[src/rtl/display_scan.sv]
// rtl/display_scan.sv - multiplexed seven-segment scanner with frame snapshot and error message (optional blink: DISPLAY_BLINK_EN)
module display_scan #(
    parameter int DIGITS       = 8,
    parameter int DIVIDER      = 1024,
    parameter int BLINK_FRAMES = 64
) (
    input  logic                  clock,
    input  logic                  reset,
    input  logic [4*DIGITS-1:0]   number,
    input  logic [DIGITS-1:0]     dot_mask,
    input  logic                  overflow,
    input  logic [3:0]            error,
    input  logic                  blank_leading,
    output logic [6:0]            seven_segments,
    output logic                  dot,
    output logic [DIGITS-1:0]     anodes
);

    localparam int PW = (DIVIDER > 1) ? $clog2(DIVIDER) : 1;
    localparam int IW = (DIGITS > 1) ? $clog2(DIGITS) : 1;
    localparam logic [PW-1:0] PCNT_LAST = PW'(DIVIDER - 1);
    localparam logic [IW-1:0] IDX_LAST  = IW'(DIGITS - 1);
    localparam logic [IW-1:0] IDX_R_HI  = IW'(DIGITS - 2);
    localparam logic [IW-1:0] IDX_R_LO  = IW'(DIGITS - 3);

    localparam logic [6:0] SEG_DARK = 7'b1111111;
    localparam logic [6:0] SEG_E    = 7'b0000110;
    localparam logic [6:0] SEG_R    = 7'b0101111;
    localparam logic [6:0] SEG_ZERO = 7'b1000000;

    function automatic logic [6:0] hex_glyph(input logic [3:0] v);
        case (v)
            4'h0:    hex_glyph = 7'b1000000;
            4'h1:    hex_glyph = 7'b1111001;
            4'h2:    hex_glyph = 7'b0100100;
            4'h3:    hex_glyph = 7'b0110000;
            4'h4:    hex_glyph = 7'b0011001;
            4'h5:    hex_glyph = 7'b0010010;
            4'h6:    hex_glyph = 7'b0000010;
            4'h7:    hex_glyph = 7'b1111000;
            4'h8:    hex_glyph = 7'b0000000;
            4'h9:    hex_glyph = 7'b0011000;
            4'hA:    hex_glyph = 7'b0001000;
            4'hB:    hex_glyph = 7'b0000011;
            4'hC:    hex_glyph = 7'b1000110;
            4'hD:    hex_glyph = 7'b0100001;
            4'hE:    hex_glyph = 7'b0000110;
            default: hex_glyph = 7'b0001110;
        endcase
    endfunction

    logic [PW-1:0]       pcnt;
    logic [IW-1:0]       idx;
    logic                tick;
    logic                frame_end;

    logic [4*DIGITS-1:0] number_sh;
    logic [DIGITS-1:0]   dot_mask_sh;
    logic                overflow_sh;
    logic [3:0]          error_sh;
    logic                dark_now;

    logic [DIGITS-1:0]   sel;
    logic [DIGITS-1:0]   upper_zero;
    logic [3:0]          cur_nib;
    logic                cur_dot;
    logic                cur_upper_zero;

    // With DIVIDER=1 pcnt is stuck at 0 and tick is permanently high
    assign tick      = (pcnt == PCNT_LAST);
    assign frame_end = tick && (idx == IDX_LAST);

    // Prescaler and digit scan index
    always_ff @(posedge clock) begin
        if (reset) begin
            pcnt <= '0;
            idx  <= '0;
        end else begin
            pcnt <= tick ? '0 : pcnt + 1'b1;
            if (tick) begin
                idx <= (idx == IDX_LAST) ? '0 : idx + 1'b1;
            end
        end
    end

    // Shadow registers refreshed only at the frame boundary so a frame is never mixed
    always_ff @(posedge clock) begin
        if (reset) begin
            number_sh   <= '0;
            dot_mask_sh <= '0;
            overflow_sh <= 1'b0;
            error_sh    <= 4'h0;
        end else if (frame_end) begin
            number_sh   <= number;
            dot_mask_sh <= dot_mask;
            overflow_sh <= overflow;
            error_sh    <= error;
        end
    end

`ifdef DISPLAY_BLINK_EN
    localparam int BW = (BLINK_FRAMES > 1) ? $clog2(BLINK_FRAMES) : 1;
    localparam logic [BW-1:0] BLINK_LAST = BW'(BLINK_FRAMES - 1);

    logic [BW-1:0] blink_cnt;
    logic          blink_dark;

    // Frame counter for the error blink; held clear outside error mode so each error starts lit
    always_ff @(posedge clock) begin
        if (reset || (error_sh == 4'h0)) begin
            blink_cnt  <= '0;
            blink_dark <= 1'b0;
        end else if (frame_end) begin
            if (blink_cnt == BLINK_LAST) begin
                blink_cnt  <= '0;
                blink_dark <= ~blink_dark;
            end else begin
                blink_cnt <= blink_cnt + 1'b1;
            end
        end
    end

    assign dark_now = blink_dark;
`else
    assign dark_now = 1'b0;
`endif

    // Per-digit "this nibble and everything to its left is zero" flags
    always_comb begin
        logic zero_run;
        zero_run   = 1'b1;
        upper_zero = '0;
        for (int k = DIGITS - 1; k >= 0; k--) begin
            zero_run      = zero_run & (number_sh[4*k +: 4] == 4'h0);
            upper_zero[k] = zero_run;
        end
    end

    // Select the current digit's nibble, dot and blanking flag
    always_comb begin
        sel            = '0;
        cur_nib        = 4'h0;
        cur_dot        = 1'b0;
        cur_upper_zero = 1'b0;
        for (int k = 0; k < DIGITS; k++) begin
            if (idx == IW'(k)) begin
                sel[k]         = 1'b1;
                cur_nib        = number_sh[4*k +: 4];
                cur_dot        = dot_mask_sh[k];
                cur_upper_zero = upper_zero[k];
            end
        end
    end

    // Registered active-low pin drive, one cycle behind idx
    always_ff @(posedge clock) begin
        if (reset) begin
            seven_segments <= SEG_ZERO;
            dot            <= 1'b1;
            anodes         <= '1;
        end else if (error_sh != 4'h0) begin
            dot <= 1'b1;
            if (dark_now) begin
                anodes         <= '1;
                seven_segments <= SEG_DARK;
            end else begin
                anodes <= ~sel;
                if (idx == IDX_LAST) begin
                    seven_segments <= SEG_E;
                end else if ((idx == IDX_R_HI) || (idx == IDX_R_LO)) begin
                    seven_segments <= SEG_R;
                end else if (idx == '0) begin
                    seven_segments <= hex_glyph(error_sh);
                end else begin
                    seven_segments <= SEG_DARK;
                end
            end
        end else begin
            anodes <= ~sel;
            dot    <= ~(cur_dot | ((idx == '0) & overflow_sh));
            if (blank_leading && (idx != '0) && cur_upper_zero) begin
                seven_segments <= SEG_DARK;
            end else begin
                seven_segments <= hex_glyph(cur_nib);
            end
        end
    end

endmodule

[config.mk]
export PLATFORM = sky130hd
export DESIGN_NAME = display_scan
export DESIGN_NICKNAME = d
export VERILOG_FILES = /design/src/rtl/display_scan.sv
export SDC_FILE = /design/constraint.sdc
export NUM_CORES = 1
export LEC_CHECK = 0
export BUFFER_PORTS_ARGS = -buffer_cell sky130_fd_sc_hd__buf_2
export CORE_UTILIZATION = 40
export CTS_CLUSTER_SIZE = 8
export DETAILED_ROUTE_END_ITERATION = 10
export REMOVE_ABC_BUFFERS = 1
export SKIP_LAST_GASP = 1
export SLEW_MARGIN = 30
export SYNTH_ARGS = -nofsm -noshare
export SYNTH_HDL_FRONTEND = slang
export SYNTH_SLANG_ARGS = --single-unit
[constraint.sdc]
create_clock -name clock -period 4 [get_ports clock]
set_clock_uncertainty 0.1 [all_clocks]
set_input_delay 0.8 -clock clock [delete_from_list [all_inputs] [get_ports clock]]
set_output_delay 0.8 -clock clock [all_outputs]
set_load 0.02 [all_outputs]
==> results_dict.tcl, run 1 <==
set metrics [dict create \
    outcome "completed" \
    cp-start-kind "flop" \
    io_pins 64 \
    netlist_instances 501 \
    cts_tree "built" \
    async_flop_share 0 \
    drv_slew 0 \
    cts_resized 0 \
    die_h_um 102 \
    worst_pin_slew_ns 0.885 \
    grt_pass1_vias 3248 \
    post-dp-hpwl_um 6840 \
    ys.flop_type "dfxtp_1" \
    cts_buffers 9 \
    ir_drop_v 0.000368 \
    cts_hold_buf 0 \
    fin_area_um2 4630 \
    cp_top_family "compound AO/OA/AOI/OAI gates" \
    switching_power_uw 312 \
    rows 36 \
    pre_cts_ws_ns 0.738 \
    fmax_ghz 0.304 \
    syn2layout_area_growth_pct 16.0 \
    p_sw_frac 0.192 \
    wl_per_cell_um 13.8 \
    yosysSeqAreaShare 0.406 \
    yosysMostFrequentCell "nand2_1" \
    post_cts_buffers 0 \
    cpMostUsedCell "ha_1" \
    die_area_um2 10400 \
    critPathSlowestCell "ha_1" \
    power_frac_comb 0.029 \
    place_area_um2 4370 \
    register_area_um2 1620 \
    clockRootBuffer "clkbuf_8" \
    rr_startpoint "idx[0]$_SDFFE_PP0P_" \
    drc 0 \
    gp_congestion 0.853 \
    antenna_left 0 \
    first_pass_iters 5 \
    rsz0062_at_grt "false" \
    overflow 0 \
    finalHoldViolCount 0 \
    synthTopCellsByCount "nand2_1, dfxtp_1, a21oi_1" \
    critical_path_buf_inv_count 1 \
    viasPerCell 5.09 \
    vias 3502 \
    timing.final.crit_share 0.823 \
    layout_min_cycle_time_ns 3.29 \
    start_util 0.410 \
    clk_latency_ns 0.36 \
    crit_required_ns 4.15 \
    pwr-share-seq 0.500 \
    cp_max_fo 24 \
    port_buffers 63 \
    ys_ff_latch 81 \
    power_frac_clock 0.471 \
    drt_wl_total_um 9480 \
    antenna_found_initial 0 \
    synth_edf_count 0 \
    antennaDiodeCount 0 \
    multi_input_area_um2 2120 \
    p_leak_uw 0.00176 \
    yosysTopAreaCell "dfxtp_1" \
    startpoint "idx[0]$_SDFFE_PP0P_" \
    cap_violations 0 \
    synth_area_leaders "dfxtp_1, nand2_1, a21oi_1" \
    die_w_um 102 \
    whs_path_depth 2 \
    r2r_cells 9 \
    drive_gt1_frac 0.189 \
    cpPeakStageDelay_ns 0.74 \
    track_usage 0.190 \
    syn_area_per_cell_um2 7.96 \
    clkTransAtPathRegs_ns 0.08 \
    coreArea_um2 9730 \
    setup_violations 0 \
    setup_ws_ns 0.707 \
    drtIter0Drc 112 \
    power_density_nw_per_um2 350 \
    grt_max_degree 44 \
    grt_first_pass_wirelength_um 15200 \
    hold_ws_ns 0.357 \
    crit_type "reg2reg" \
    yosys_warnings 0 \
    htree_levels 3 \
    end_kind "flop" \
    cp_cell_sequence "inv_1 > ha_1 > a21oi_1 > a2111oi_0 > nor3_2 > ha_1 > mux2_2 > a22o_1 > a211o_1" \
    synth_top_area_frac 0.406 \
    syn_area_um2 3990 \
    nets 616 \
    path_depth 9 \
    clock_sink_count 81 \
    ys_types 57 \
    fillerInstances 1026 \
    max_slew_margin 0.410 \
    totalPowerFinal_uw 1620 \
    crit_arrival_ns 3.44 \
    cts_buffer_depth 2 \
    min-delay-start "dot_mask_sh[1]$_SDFFE_PP0P_" \
    intPower_uw 1310 \
    hp-class "reg2reg" \
]
## metal layers
layer	vias to the layer above	global-route usage	part of all wire
met4	0	0.0714	0.016
met2	72	0.312	0.45
li1	1812	-	-
met5	-	0	0
met3	13	0.0410	0.038
met1	1605	0.246	0.49
## through the flow
stage,cells,utilization,setup TNS [ns]
CTS,688,0.476,0
global placement,672,0.449,0
global route,688,0.476,0
detailed placement,672,0.449,0
floorplan,467,-,-0.0676
finish,688,0.476,0
## power groups by stage
stage | sequential (µW) | combinational [µW] | clock (µW)
finish | 811 | 46.6 | 763
global route | 811 | 51.8 | 813
CTS | 811 | 47.3 | 783
floorplan | 830 | 9.73 | 0
detailed placement | 830 | 47.0 | 0
global placement | 830 | 46.5 | 0
## state kept, by name (all words and copies together), names as in the netlist, named ones only
signal / cells
anodes: 8
dot: 1
dot_mask_sh: 8
error_sh: 4
idx: 3
number_sh: 32
overflow_sh: 1
pcnt: 10
seven_segments: 7
## worst register-to-register path: cells and delay by family, from the launching register on
family	cells	cell delay, ns
buffers and inverters	1	0.10
AO/OA/AOI/OAI	4	1.18
adder cells (fa/ha/maj)	2	1.01
flip-flops	1	0.36
AND/OR/NAND/NOR	1	0.17
multiplexers	1	0.27
## worst paths after layout
kind	to	slack [ns]
setup reg to reg	seven_segments[6]$_SDFF_PP1_	0.71
hold reg to reg	dot_mask_sh[1]$_SDFFE_PP0P_	0.36
setup / recovery	seven_segments[6]$_SDFF_PP1_	0.71
hold / removal	dot_mask_sh[1]$_SDFFE_PP0P_	0.36
## layout by cell type (no fill, tap or decap), drive strengths merged, types with 4 or more instances in the layout
| cell type | count |
|---|---|
| mux2i | 8 |
| clkbuf | 11 |
| nor4 | 6 |
| a211oi | 8 |
| nor2b | 7 |
| nand3b | 5 |
| a2111oi | 4 |
| nand2 | 119 |
| o21ai | 19 |
| ha | 18 |
| bufinv | 4 |
| nor2 | 27 |
| o41ai | 4 |
| and2 | 4 |
| o22ai | 5 |
| a21oi | 62 |
| nand3 | 10 |
| dfxtp | 81 |
| and3 | 7 |
| inv | 22 |
| nor3 | 7 |
| buf | 72 |
| xnor2 | 5 |
| a31oi | 6 |
## logic make-up (layout without fill, tap and decap cells)
family | after synthesis | count (layout) | share of synthesized area
buffers and inverters | 56 | 110 | 0.0630
flip-flops | 81 | 81 | 0.406
XOR/XNOR | 8 | 8 | 0.0176
multiplexers | 10 | 10 | 0.0257
AO/OA/AOI/OAI | 124 | 124 | 0.200
AND/OR/NAND/NOR | 204 | 204 | 0.230
adder cells (fa/ha/maj) | 18 | 18 | 0.0564
## final cells by class
cell class                 count  share of cell area
timing repair buffer          72              0.0827
inverter                      22              0.0178
tap                          133              0.0359
multi-input combinational    364               0.457
clock inverter                 5              0.0276
sequential                    81               0.350
clock buffer                  11              0.0284
Power figures use the tool's default switching activity.
==> inputs of run 2 (changes only) <==
--- a/config.mk
+++ b/config.mk
@@ -5,6 +5,7 @@
 export SDC_FILE = /design/constraint.sdc
 export NUM_CORES = 1
 export LEC_CHECK = 0
+export ABC_AREA = 1
 export BUFFER_PORTS_ARGS = -buffer_cell sky130_fd_sc_hd__buf_2
 export CORE_UTILIZATION = 40
 export CTS_CLUSTER_SIZE = 8
==> constraint.sdc (replaced) <==
create_clock -name clock -period 3 [get_ports clock]
set_clock_uncertainty 0.1 [all_clocks]
set_input_delay 0.6 -clock clock [delete_from_list [all_inputs] [get_ports clock]]
set_output_delay 0.6 -clock clock [all_outputs]
set_load 0.02 [all_outputs]
==> results_dict.tcl, run 2 <==
set metrics [dict create \
    reg.largest.list "number_sh (32), pcnt (10)" \
    yosysTopAreaCell "dfxtp_1" \
    clk_latency_ns 0.34 \
    ys_types 39 \
    grt_max_degree 55 \
    rsz0062_at_grt "false" \
    cp-start-kind "flop" \
    finish.utilization 0.481 \
    clockRootBuffer "clkbuf_8" \
    power_density_nw_per_um2 439 \
    startpoint "idx[2]$_SDFFE_PP0P_" \
    synthAdderAreaFrac 0.0558 \
    synth_edf_count 0 \
    gp_congestion 0.819 \
    first_pass_iters 4 \
    drive_gt1_frac 0.179 \
    syn2layout_area_growth_pct 16.5 \
    timing.final.crit_share 0.897 \
    grt_first_pass_wirelength_um 15300 \
    clkTransAtPathRegs_ns 0.08 \
    final_common_cell "nand2_1" \
    drt_wl_total_um 9150 \
    die_h_um 102 \
    synth_top_area_frac 0.402 \
    crit_type "reg2reg" \
    viasPerCell 4.77 \
    antenna_found_initial 0 \
    top_register "number_sh" \
    synthMuxAreaShare 0.0298 \
    overflow 0 \
    synth_area_leaders "dfxtp_1, nand2_1, inv_1" \
    yosysSeqAreaShare 0.402 \
    vias 3536 \
    cts_hold_buf 0 \
    antenna_left 0 \
    synth_top_family_by_area "simple AND/OR/NAND/NOR gates" \
    max_slew_margin 0.652 \
    drc 0 \
    cpPeakStageDelay_ns 0.50 \
    min-delay-start "pcnt[0]$_SDFF_PP0_" \
    clock_sink_count 81 \
    port_buffers 63 \
    post-dp-hpwl_um 6840 \
    async_flop_share 0 \
    totalPowerFinal_uw 2070 \
    yosysMostFrequentCell "nand2_1" \
    cts_tree "built" \
    cts_buffers 9 \
    outcome "completed" \
    crit_arrival_ns 2.82 \
    ys_ff_latch 81 \
    synth_compound_area_frac 0.147 \
    netlist_instances 540 \
    nets 671 \
    die_w_um 102 \
    grt_pass1_vias 3329 \
    rr_startpoint "idx[2]$_SDFFE_PP0P_" \
    cp_max_fo 12 \
    cap_violations 0 \
    finalHoldViolCount 0 \
    end_kind "flop" \
    cts_buffer_depth 2 \
    io_pins 64 \
    ir_drop_v 0.000203 \
    antennaDiodeCount 0 \
    hp-class "reg2reg" \
    yosys_warnings 0 \
    layout_min_cycle_time_ns 2.69 \
    p_leak_uw 0.00228 \
    cpMostUsedCell "nand2_1" \
    layout_common_cells "nand2_1, dfxtp_1, inv_1" \
    setup_violations 0 \
    die_area_um2 10500 \
    critPathSlowestCell "dfxtp_1" \
    drv_slew 0 \
    finalSetupTns_ns 0 \
    start_util 0.413 \
    ys.flop_type "dfxtp_1" \
    worst_pin_slew_ns 0.521 \
    syn_area_per_cell_um2 7.47 \
    largest_reg_flops 32 \
    fmax_ghz 0.372 \
    wl_per_cell_um 12.3 \
    crit_required_ns 3.13 \
    synth_xor_area_frac 0.00434 \
    cp_cell_sequence "inv_2 > ha_1 > inv_1 > o21ai_0 > inv_1 > nand2_1 > nand2_1 > nand2_1 > nand2_1 > nand2_1 > nand2_1 > inv_1 > nand2_1 > nand2_1 > nand2_1 > nand3_1 > nand2_1 > nand2_1" \
    rows 36 \
    htree_levels 3 \
    syn_area_um2 4040 \
    hold_ws_ns 0.356 \
    drtIter0Drc 55 \
    track_usage 0.188 \
    synthTopCellsByCount "nand2_1, dfxtp_1, inv_1" \
    synth-simple-area-share 0.267 \
    coreArea_um2 9770 \
]
run 2: kinds of logic after synthesis:
kind of cell,after synthesis
buffers and inverters,90
muxes,12
adders and majority gates,18
and+or+nand+nor,247
DFF,81
xor gates and xnor gates,2
AOI/OAI and AO/OA,90
run 2: routing by layer:
metal  vias to the layer above  global-route usage  part of all wire
li1                       1885                   -                 -
met1                      1568               0.242              0.49
met2                        72               0.316              0.46
met3                        11              0.0438             0.037
met4                         0              0.0484             0.013
met5                         -                   0                 0
run 2: worst max-delay path, delay by kind of cell, from the launching register on:
| kind | cells | cell delay, ns |
|---|---|---|
| compound gates | 1 | 0.12 |
| fa+ha+maj | 1 | 0.29 |
| buf+inv | 4 | 0.53 |
| flops | 1 | 0.50 |
| simple gates | 12 | 1.02 |
run 2: final timing paths:
path / end / slack [ns] / cells past startpoint
setup / recovery: seven_segments[0]$_SDFF_PP0_ / 0.31 / 18
hold / removal: pcnt[0]$_SDFF_PP0_ / 0.36 / 1
setup reg to reg: seven_segments[0]$_SDFF_PP0_ / 0.31 / 18
hold reg to reg: pcnt[0]$_SDFF_PP0_ / 0.36 / 1
run 2: power by group:
part	switching [µW]	internal, µW
combinational	33.3	28.3
clock	373	550
sequential	2.39	1080
total	409	1660
run 2: area by class of cell:
class | count | area (µm²)
fill | 1014 | 5070
multi-input combinational | 369 | 2040
sequential | 81 | 1620
timing repair buffer | 70 | 368
inverter | 74 | 283
tap | 133 | 166
clock buffer | 12 | 135
clock inverter | 3 | 90.1
run 2: timing repair:
action | in CTS | in global routing
resized for setup | 0 | 1
setup buffers | 0 | 0
hold endpoints to repair | 0 | 0
endpoints found under the setup margin | 0 | 2
run 2: per-stage QoR:
stage / instances / instance area (µm²) / setup slack [ns]
after floorplan: 524 / 3940 / 0.309
after global placement: 727 / 4470 / 0.399
after CTS: 742 / 4700 / 0.361
after detailed placement: 727 / 4470 / 0.374
after global routing: 742 / 4700 / 0.0110
final: 742 / 4700 / 0.310
